`src/rtl/batch_rr_arbiter.sv`:
```
// batch_rr_arbiter: batch-snapshot arbiter with fixed-priority or round-robin selection.
// A batch is frozen from request and drained one registered grant per accepted cycle.
module batch_rr_arbiter #(
   parameter int N   = 8,
   parameter int IDW = (N > 1) ? $clog2(N) : 1
) (
   input  logic           clk,
   input  logic           reset_b,
   input  logic [N-1:0]   request,
   input  logic           mode,
   input  logic           ready,
   output logic [N-1:0]   grant,
   output logic           grant_valid,
   output logic [IDW-1:0] grant_id,
   output logic           stall,
   output logic           batch_done
);
   logic [N-1:0]   r_req;
   logic [N-1:0]   r_grant;
   logic [IDW-1:0] r_ptr;
   logic           w_sel;
   logic           w_any;
   logic [N-1:0]   w_qual;
   logic [N-1:0]   w_hi;
   logic [N-1:0]   w_pick;
   logic [N-1:0]   w_onehot;
   logic [IDW-1:0] w_base;
   logic [IDW-1:0] w_win;
   logic [IDW-1:0] w_ptr_nxt;
   logic [IDW-1:0] w_id;

   assign stall       = |r_req;
   assign grant       = r_grant;
   assign grant_valid = |r_grant;
   assign grant_id    = w_id;
   assign batch_done  = grant_valid & ready & ~stall;
   assign w_sel       = ~grant_valid | ready;
   assign w_qual      = stall ? r_req : request;
   assign w_any       = |w_qual;
   assign w_base      = mode ? r_ptr : '0;

   // Round-robin: prefer the lowest candidate at or above the base, else wrap to the lowest overall.
   always_comb begin
      w_hi = '0;
      for (int i = 0; i < N; i++) w_hi[i] = w_qual[i] && (IDW'(i) >= w_base);
   end

   assign w_pick = (|w_hi) ? w_hi : w_qual;

   always_comb begin
      w_win = '0;
      for (int i = N - 1; i >= 0; i--) if (w_pick[i]) w_win = IDW'(i);
   end

   always_comb begin
      w_onehot = '0;
      for (int i = 0; i < N; i++) w_onehot[i] = w_any && (w_win == IDW'(i));
   end

   assign w_ptr_nxt = (w_win == IDW'(N - 1)) ? '0 : w_win + IDW'(1);

   always_comb begin
      w_id = '0;
      for (int i = 0; i < N; i++) if (r_grant[i]) w_id = w_id | IDW'(i);
   end

   always_ff @(posedge clk or negedge reset_b) begin
      if (!reset_b) begin
         r_req   <= '0;
         r_grant <= '0;
         r_ptr   <= '0;
      end else if (w_sel) begin
         r_grant <= w_onehot;
         r_req   <= w_qual & ~w_onehot;
         if (w_any) r_ptr <= w_ptr_nxt;
      end
   end
endmodule

```
`config.mk`:
```
export PLATFORM = sky130hd
export DESIGN_NAME = batch_rr_arbiter
export DESIGN_NICKNAME = d
export VERILOG_FILES = /design/src/rtl/batch_rr_arbiter.sv
export SDC_FILE = /design/constraint.sdc
export NUM_CORES = 1
export LEC_CHECK = 0
export BUFFER_PORTS_ARGS = -buffer_cell sky130_fd_sc_hd__buf_2
export CAP_MARGIN = 20
export CORE_MARGIN = 4
export CORE_UTILIZATION = 40
export DETAILED_ROUTE_END_ITERATION = 6
export SLEW_MARGIN = 25
export SYNTH_ARGS = -nofsm -noshare
export SYNTH_HDL_FRONTEND = slang
export SYNTH_SLANG_ARGS = --single-unit
export TNS_END_PERCENT = 20
```
`constraint.sdc`:
```
create_clock -name clk -period 3.7 [get_ports clk]
set_clock_uncertainty 0.1 [all_clocks]
set_input_delay 0.185 -clock clk [delete_from_list [all_inputs] [get_ports clk]]
set_output_delay 0.185 -clock clk [all_outputs]
set_load 0.02 [all_outputs]
```
==> results.md <==
- Number of diodes: 0
- Part of the power in registers: 0.240
- CTS tree: yes
- Critical Path Stages: 12
- Most frequent cell on the critical path: ha_1
- Post-Syn Area per Cell: 9.39 µm²
- H-tree Lvls: 1
- Sw Pwr: 0.000966 W
- Syn Std Cell Area: 1440 µm²
- Mapped Cells: 153
- Initial antenna violation count: 0
- Post-CTS setup buffers: 0
- Slew Viols, Final: 0
- Largest net degree at the start of global routing: 20
- Reg clk slew, reported paths: 0.10 ns
- WS Path Type: flip-flop to flip-flop
- R2R Setup Slk: 0.38 ns
- FF-to-FF Start: r_req[1]$_DFFE_PN0N_
- CTS buffer count: 3
- Final core utilization: 0.482
- Buf/Inv on CP: 2
- Unrepaired setup endpoints after global routing: no
- Synthesis-stage register bit count: 19
- Post-route ant nets: 0
- Nature of the critical path endpoint: flip-flop
- Routed length per instance: 17.9 µm
- Post-layout net count: 199
- Setup TNS: 0 ns
- CTS max path bufs: 2
- IO Pins: 26
- Synth top area cells: dfrtp_1, a21oi_1, ha_1
- Area leader, netlist: dfrtp_1
- Slew headroom: 0.650
- Rows: 21
- DRC errors left: 0
- Reg2reg end: grant[7]$_DFFE_PN0N_
- Hold_sp: request[7]
- Critical path peak fanout: 10
- Number of global-route vias before repair: 1,261
- Die area: 4610 µm²
- Clk pwr share: 0.058
- Slowest CP cell: dfrtp_1
- Leak pwr: 0.765 nW
- Synth Warn #: 0
- Final hold violations: 0
- Worst VDD drop: 0.492 mV
- Drt initial violations: 100
- Die Y: 67.9 µm
- Path depth of the worst reg2reg path: 12
- Tot Pwr: 0.00182 W
- Max-cap check violation count: 0
- Switching part of the total: 0.531
- Initial core utilization: 0.424
- HPWL after DPL: 3.16 mm
- Hold/Removal Path Class: primary input to flip-flop
- Comb pwr share: 0.702
- Total grt overflow: 0
- Clk Latency, worst-skew pair: 0.30 ns
- Cell family with most CP delay: compound AO/OA/AOI/OAI gates
- Post-synth top area share: 0.331
- First-pass iteration count of the detailed router: 4
- Max Freq: 301 MHz
- Cell Pwr Density: 1110 nW/µm²
- Startpoint types: flip-flop
- Post-Syn Nets: 171
- Hold EP: r_req[7]$_DFFE_PN0N_
- Sinks on Clock Net: 19
- CP cell instances: nor4_4 -> and2_4 -> inv_4 -> o21ai_2 -> nor4b_4 -> a221o_1 -> o2111a_1 -> o22ai_1 -> inv_1 -> ha_1 -> ha_1 -> a22o_1
- Post-synth EDFFs: 0
- Via count: 1,373
- Die W: 67.9 µm
- Share of layout cells above drive strength 1: 0.278
- Post-synth cell types: 50
- Final setup violating endpoints: 0
- FFs w/ async S/R, synth: 1.00
- IO Port Bufs: 25
- GRT Util Overall: 0.188
- CP arrival: 3.43 ns
- Core area: 3390 µm²
- Clk root buf: clkbuf_4
- First-pass GRT wire length: 6.45 mm
- Int Pwr: 0.000853 W
- Status: completed
- Placer congestion estimate: 0.917
- Crit path required time: 3.80 ns
- Post-synth top flop: dfrtp_1
- Final min period: 3.32 ns
- Vias/cell: 6.08
- Final wirelength: 4.05 mm
- Post-synthesis sequential area ratio: 0.331
- Synthesis-to-finish area growth: 13.8%
- Final worst path period share: 0.898
- Worst-margin pin slew: 0.522 ns
- Hold path cells: 3
- Max incr delay on CP: 0.50 ns
==> power by group through the flow <==
| stage | clock [W] | sequential [W] | combinational (W) |
|---|---|---|---|
| 2_1_floorplan | 0 | 0.000413 | 0.000969 |
| 3_3_place_gp | 0 | 0.000436 | 0.00126 |
| 3_5_place_dp | 0 | 0.000438 | 0.00126 |
| 4_1_cts | 0.000108 | 0.000434 | 0.00127 |
| 5_1_grt | 0.000119 | 0.000451 | 0.00141 |
| 6_report | 0.000105 | 0.000436 | 0.00128 |
==> synth_stat cells, drive strengths merged, types with 2 or more instances <==
library cell and number:
nand2b 3, nand4 2, or4 3, dfrtp 19
a22o 8, a31o 2, a211o 2, and3 2
ha 6, a21oi 24, o21a 2, inv 6
o21ai 9, nor4b 2, o22ai 3, nor2 10
a21o 4, nor4 6, and2 3, mux2 3
buf 3, nand2 10, a31oi 6
==> worst max-delay path by stage <==
stage                    startpoint  slack [ns]              endpoint
2_1_floorplan  r_req[1]$_DFFE_PN0N_        0.71  grant[3]$_DFFE_PN0N_
3_3_place_gp   r_req[1]$_DFFE_PN0N_        0.44  grant[3]$_DFFE_PN0N_
3_5_place_dp   r_req[1]$_DFFE_PN0N_        0.43  grant[7]$_DFFE_PN0N_
4_1_cts        r_req[1]$_DFFE_PN0N_        0.40  grant[7]$_DFFE_PN0N_
5_1_grt        r_req[3]$_DFFE_PN0N_        0.17  grant[7]$_DFFE_PN0N_
6_report       r_req[1]$_DFFE_PN0N_        0.38  grant[7]$_DFFE_PN0N_
==> flip-flops by register name, indices dropped and copies added (netlist names) <==
| signal | flops |
|---|---|
| r_ptr | 3 |
| r_req | 8 |
| grant | 8 |
==> worst register-to-register path, cell delays in order (launching register included) <==
cell and delay, ns:
dfrtp_1 0.50, nor4_4 0.45, and2_4 0.27, inv_4 0.06, o21ai_2 0.17, nor4b_4 0.10, a221o_1 0.36, o2111a_1 0.13
o22ai_1 0.32, inv_1 0.11, ha_1 0.23, ha_1 0.22, a22o_1 0.20
==> metrics by stage <==
step	std cells	cell area, µm²	setup slack [ns]	hold WS (ns)
floorplan	153	1440	0.710	-0.211
global placement	221	1600	0.443	0.0383
detailed placement	221	1600	0.429	0.0382
CTS	226	1630	0.404	0.0877
global route	226	1630	0.168	0.108
finish	226	1630	0.377	0.0961
==> kinds of logic (layout without fill, tap and decap cells) <==
logic type | count (synthesis) | in the layout | share of synthesized area
AO/OA/AOI/OAI | 71 | 71 | 0.348
AND/OR/NAND/NOR | 44 | 44 | 0.210
flip-flops | 19 | 19 | 0.331
buffers and inverters | 10 | 37 | 0.0357
adder cells (fa/ha/maj) | 6 | 6 | 0.0523
multiplexers | 3 | 3 | 0.0235
==> per-layer routing <==
layer | up-vias | global-route usage | part of all wire | routed length, µm
met5 | - | 0 | 0 | 0
met4 | 0 | 0.0769 | 0.021 | 83
met3 | 10 | 0.0197 | 0.050 | 202
met2 | 55 | 0.290 | 0.48 | 1930
met1 | 658 | 0.267 | 0.45 | 1830
li1 | 650 | - | - | -
==> timing repair <==
action,4_1_cts,5_1_grt
resized for setup,0,0
hold endpoints to repair,19,0
hold buffers,1,0
==> placed cells by master (no fill, tap or decap), drive strengths merged, types with 4 or more instances in the layout <==
cell type,count
nor2,10
a21o,4
nand2,10
nor4,6
a31oi,6
dfrtp,19
ha,6
buf,25
a21oi,24
a22o,8
inv,6
o21ai,9
==> area by class of cell <==
type | count | area, µm²
Clock buffer | 3 | 22.5
Clock inverter | 1 | 5.00
Fill cell | 333 | 1760
Inverter | 7 | 28.8
Multi-Input combinational cell | 124 | 910
Sequential cell | 19 | 475
Tap cell | 46 | 57.6
Timing Repair Buffer | 26 | 135
Note: power is estimated with default switching activity, not from simulation.
